[src/rtl/router_arith_pkg.sv]
// Shared arithmetic definitions for the router datapath blocks:
// arithmetic mode selectors and the accumulator FSM state type.
package router_arith_pkg;

   localparam int MODE_WRAP = 0;  // modular sum, carries discarded
   localparam int MODE_ONES = 1;  // ones-complement sum, end-around carry
   localparam int MODE_SAT  = 2;  // saturating sum, sticks at all-ones

   typedef enum logic {
      ACCUM = 1'b0,   // collecting operands of a packet
      HOLD  = 1'b1    // result presented, waiting for the consumer
   } state_t;

endpackage

[src/rtl/stream_sum_accumulator_adder.sv]
// Plain combinational adder: two size-bit operands give a size+1 bit sum
// whose top bit is the carry out.
module stream_sum_accumulator_adder #(
   parameter int size = 8
) (
   input  logic [size-1:0] a,
   input  logic [size-1:0] b,
   output logic [size:0]   s
);

   assign s = {1'b0, a} + {1'b0, b};

endmodule

[src/rtl/stream_sum_accumulator.sv]
// Packet sum accumulator. Operands arrive on a valid/ready stream and are
// folded into one sum per packet (delimited by in_last). The result, a
// sticky overflow flag and a saturating operand count are presented on a
// valid/ready output; no new operand is accepted until the result is taken.
//
// Handshake: a transfer happens on a rising edge where valid && ready are
// both high; valid never depends on ready, and a producer that raises valid
// keeps it and its payload stable until the transfer.
module stream_sum_accumulator
   import router_arith_pkg::*;
#(
   parameter int SIZE  = 8,
   parameter int MODE  = 0,
   parameter int CNT_W = 8
) (
   input  logic             clk,
   input  logic             reset,
   input  logic             in_valid,
   output logic             in_ready,
   input  logic [SIZE-1:0]  in_data,
   input  logic             in_last,
   output logic             out_valid,
   input  logic             out_ready,
   output logic [SIZE-1:0]  out_sum,
   output logic             out_ovf,
   output logic [CNT_W-1:0] out_count
);

   state_t             state;
   state_t             state_nxt;
   logic               first;
   logic [SIZE-1:0]    acc;
   logic               ovf;
   logic [CNT_W-1:0]   cnt;
   logic [SIZE:0]      s;
   logic               carry;
   logic [SIZE-1:0]    acc_nxt;
   logic               in_fire;
   logic               out_fire;

   assign in_fire  = in_valid && in_ready;
   assign out_fire = out_valid && out_ready;

   stream_sum_accumulator_adder #(
      .size (SIZE)
   ) u_adder (
      .a (acc),
      .b (in_data),
      .s (s)
   );

   assign carry = s[SIZE];

   // Fold the raw sum into the accumulator according to the arithmetic mode.
   always_comb begin
      acc_nxt = s[SIZE-1:0];
      case (MODE)
         MODE_ONES: acc_nxt = s[SIZE-1:0] + {{(SIZE-1){1'b0}}, carry};
         MODE_SAT:  acc_nxt = carry ? {SIZE{1'b1}} : s[SIZE-1:0];
         default:   acc_nxt = s[SIZE-1:0];
      endcase
   end

   // State register.
   always_ff @(posedge clk) begin
      if (reset) begin
         state <= ACCUM;
      end else begin
         state <= state_nxt;
      end
   end

   // Next state: a last beat closes the packet, a consumer accept reopens.
   always_comb begin
      state_nxt = state;
      case (state)
         ACCUM:   if (in_fire && in_last) state_nxt = HOLD;
         HOLD:    if (out_fire)           state_nxt = ACCUM;
         default: state_nxt = ACCUM;
      endcase
   end

   // Handshake outputs decoded from the state alone.
   always_comb begin
      in_ready  = 1'b0;
      out_valid = 1'b0;
      case (state)
         ACCUM:   in_ready  = 1'b1;
         HOLD:    out_valid = 1'b1;
         default: in_ready  = 1'b0;
      endcase
   end

   // Accumulator, overflow, count and first-beat flag; a new packet's first
   // beat overwrites whatever the previous packet left behind.
   always_ff @(posedge clk) begin
      if (reset) begin
         first <= 1'b1;
         acc   <= '0;
         ovf   <= 1'b0;
         cnt   <= '0;
      end else if (in_fire) begin
         first <= 1'b0;
         if (first) begin
            acc <= in_data;
            ovf <= 1'b0;
            cnt <= {{(CNT_W-1){1'b0}}, 1'b1};
         end else begin
            acc <= acc_nxt;
            ovf <= ovf | carry;
            if (cnt != {CNT_W{1'b1}}) begin
               cnt <= cnt + 1'b1;
            end
         end
      end else if (out_fire) begin
         first <= 1'b1;
      end
   end

   assign out_sum   = acc;
   assign out_ovf   = ovf;
   assign out_count = cnt;

endmodule

[config.mk]
export PLATFORM = sky130hd
export DESIGN_NAME = stream_sum_accumulator
export DESIGN_NICKNAME = d
export VERILOG_FILES = /design/src/rtl/router_arith_pkg.sv /design/src/rtl/stream_sum_accumulator_adder.sv /design/src/rtl/stream_sum_accumulator.sv
export SDC_FILE = /design/constraint.sdc
export NUM_CORES = 1
export LEC_CHECK = 0
export ABC_AREA = 1
export BUFFER_PORTS_ARGS = -buffer_cell sky130_fd_sc_hd__buf_4
export CORE_MARGIN = 4
export CORE_UTILIZATION = 45
export CTS_BUF_LIST = sky130_fd_sc_hd__clkbuf_8
export CTS_CLUSTER_DIAMETER = 120
export DETAILED_ROUTE_END_ITERATION = 10
export HOLD_SLACK_MARGIN = 0.03
export MAX_ROUTING_LAYER = met4
export PLACE_DENSITY = 0.69
export SLEW_MARGIN = 20
export SYNTH_ARGS = -nofsm -noshare
export SYNTH_HDL_FRONTEND = slang
export SYNTH_HIERARCHICAL = 1
export SYNTH_SLANG_ARGS = --single-unit
[constraint.sdc]
create_clock -name clk -period 3.3 [get_ports clk]
set_input_delay 0.165 -clock clk [delete_from_list [all_inputs] [get_ports clk]]
set_output_delay 0.165 -clock clk [all_outputs]
set_load 0.005 [all_outputs]
==> run metrics <==
depth of the worst register-to-register path=10; Final ANT Viol Nets=0; gate count of the mapped netlist=192; Max Cap Violations=0; required time of the worst setup path=3.45 ns; clock latency at the later pin of the worst-skew pair=0.26 ns; Vias=1,303; static leakage=0.806 nW; Post-Synthesis Net Count=215; number of register bits inferred by synthesis=19; number of setup violations in the final report=0; largest voltage drop on the vdd net=208 uV; maximum number of pins on one net before global-route repair=16; Ports=32; minimum setup slack after placement=1.55 ns; number of standard cells in the final layout excluding fillers=254; most area-hungry cell type in the Yosys netlist=dfxtp_1; worst slew margin relative to its limit=70.6%; synth unique cells=26; number of violations reported at the end of detailed-routing iteration 0=54; share of the clock period used by the worst path=52.8%; average cell area after synthesis=6.84 um2; Inserted Clock Buffers=3; port buffer count=31; number of diodes=0; arrival time of data at the critical path endpoint=1.90 ns; initial antenna violation count=0; die boundary height=62.0 um; 1st-pass router iterations=4; outcome=complete, no violations; top cell type's share of synthesized area=29.0%; Crit Path Class=flip-flop to flip-flop; master cell of the clock root buffer=clkbuf_8; maximum number of buffers from clock root to sink=2; Tightest Hold Check Type=primary input to flip-flop; number of rows in the core area=19; final-report hold violation count=0; depth of the CTS H-tree=1; die width=62.0 um; category of the worst setup path launch point=flip-flop; Critical Path End Type=flip-flop; area occupied by multi-input gates=833 um2; number of design rule violations left after detail routing=0; GR Overflow Total=0; HPWL after detailed placement=2.37 mm; GRT Util Overall=18.7%; endpoint of the most critical setup path=out_ovf$_SDFFE_PP0P_; CP Max Fanout=3; detailed-route wire length per cell=12.4 um; final critical-path required period=1.74 ns; launching element of the worst setup path=out_sum[0]$_SDFFE_PP0P_; number of max-slew violations in the final report=0; final net count=247; Initial Utilization=47.2%; Clk pin slew, worst setup/hold paths=0.08 ns; via-per-instance ratio=5.13; pwr dens=367 nW/um2; post-route setup slack=1.56 ns; routability congestion estimate=0.854; R2R Path End=out_ovf$_SDFFE_PP0P_; Layout fillers=284; setup_tns=0 ns; CTS Sinks=19; worst reg2reg startpoint=out_sum[0]$_SDFFE_PP0P_; share of synthesized area occupied by flip-flops and latches=29.0%; first-pass GRT wire length=5.34 mm; Fmax achieved=574 MHz; footprint of the flip-flops and latches=380 um2; TritonCTS clock tree=done; number of synthesis warnings=6; total core area=2780 um2; detailed-route wire length=3.14 mm; overall power of the completed layout=0.000590 W; post-cts gate resize count=0; via count of the first global-routing pass=1,243; synthesized cell area=1310 um2; DIE AREA=3850 um2; area growth from synthesis to final layout=22.5%; DP Cell Count=250; Setup Buffers After CTS=0; slack of the worst reg-to-reg path=1.56 ns; share of cells above drive strength 1=25.1%; setup skew after layout=0.00483 ns; number of buffers inserted for hold repair after clock tree synthesis=0; unrepaired setup endpoints after global routing=false; slew at the pin closest to its max-slew limit=0.441 ns; biggest area contributors in the synthesized netlist=dfxtp_1 (29%), nand2_1 (15%), a21oi_1 (10%)
-- worst min path at each step --
| stage | start | to | slack (ns) | cells after the start |
|---|---|---|---|---|
| after floorplan | out_ready | first$_SDFFE_PP1P_ | 0.30 | 2 |
| after detailed placement | reset | out_count[7]$_SDFFE_PP0P_ | 0.41 | 2 |
| after CTS | reset | out_count[7]$_SDFFE_PP0P_ | 0.13 | 2 |
| after global routing | reset | out_count[5]$_SDFFE_PP0P_ | 0.13 | 2 |
| final | reset | out_count[7]$_SDFFE_PP0P_ | 0.13 | 2 |
| after global placement | out_ready | first$_SDFFE_PP1P_ | 0.40 | 3 |
-- layer usage --
| metal | wire length [um] | track usage (%) |
|---|---|---|
| met1 | 1500 | 24.5 |
| met2 | 1420 | 29.4 |
| met3 | 186 | 2.48 |
| met4 | 35 | 6.06 |
| met5 | 0 | - |
-- synthesized netlist by cell type, drive strengths merged --
cell	n
nand2	62
a21oi	30
inv	20
dfxtp	19
nor2	16
nand3	11
o21ai	11
ha	9
buf	4
nand3b	2
or2	2
xnor2	2
a21boi	1
fa	1
o211ai	1
xor2	1
-- per-stage QoR --
stage | area, um2 | utilization (%) | hold slack, ns
after floorplan | 1310 | - | 0.305
after global placement | 1560 | 56.2 | 0.399
after detailed placement | 1560 | 56.2 | 0.406
after CTS | 1610 | 57.8 | 0.132
after global routing | 1610 | 57.8 | 0.130
final | 1610 | 57.8 | 0.135
-- flip-flops by register name, indices dropped and copies added (netlist names) --
signal and flops:
first 1, out_sum 8, out_count 8, state 1, out_ovf 1
-- final cells by class --
class / count / area share, %
Clock buffer: 3 / 2.57
Clock inverter: 1 / 0.311
Inverter: 20 / 4.82
Multi-Input combinational cell: 149 / 51.8
Sequential cell: 19 / 23.6
Tap cell: 31 / 2.41
Timing Repair Buffer: 31 / 14.5
-- where the power goes --
group | switching [W] | total [W] | internal (W) | leakage [nW]
Combinational | 0.0000893 | 0.000164 | 0.0000752 | 0.625
Clock | 0.0000846 | 0.000169 | 0.0000841 | 0.0255
Sequential | 0.0000148 | 0.000257 | 0.000242 | 0.156
-- critical path, cell delays in order (launching register included) --
cell and delay [ns]:
dfxtp_1 0.33, ha_1 0.23, fa_1 0.40, nand2_1 0.09, nand2_1 0.09, nand3b_4 0.09
nand2_1 0.06, nand2_1 0.06, nand2_1 0.04, o211ai_1 0.16, a21oi_1 0.08
-- kinds of logic after synthesis --
logic type | after synthesis | synth area share (%)
AO/OA/AOI/OAI | 43 | 17.6
flip-flops | 19 | 29.0
XOR/XNOR | 3 | 2.00
buffers and inverters | 24 | 7.62
adder cells (fa/ha/maj) | 10 | 10.1
AND/OR/NAND/NOR | 93 | 33.7
-- cell usage in the layout (no fill, tap or decap) --
master / synthesis / final
nor2_1: 14 / 14
or2_4: 2 / 2
nand2_2: 6 / 6
a21oi_2: 3 / 3
fa_1: 1 / 1
nand3b_4: 1 / 1
dfxtp_1: 19 / 19
o211ai_1: 1 / 1
nand3_1: 9 / 9
nor2_4: 1 / 1
clkinv_2: 0 / 1
a21oi_1: 27 / 27
inv_4: 1 / 1
xor2_1: 1 / 1
a21boi_0: 1 / 1
nand3b_1: 1 / 1
inv_2: 2 / 2
nand2_4: 2 / 2
nand3_2: 2 / 2
inv_1: 17 / 17
buf_4: 1 / 31
o21ai_0: 11 / 11
xnor2_1: 2 / 2
nor2_2: 1 / 1
nand2_1: 54 / 54
ha_1: 9 / 9
clkbuf_8: 0 / 3
(Power assumes the default switching activity.)
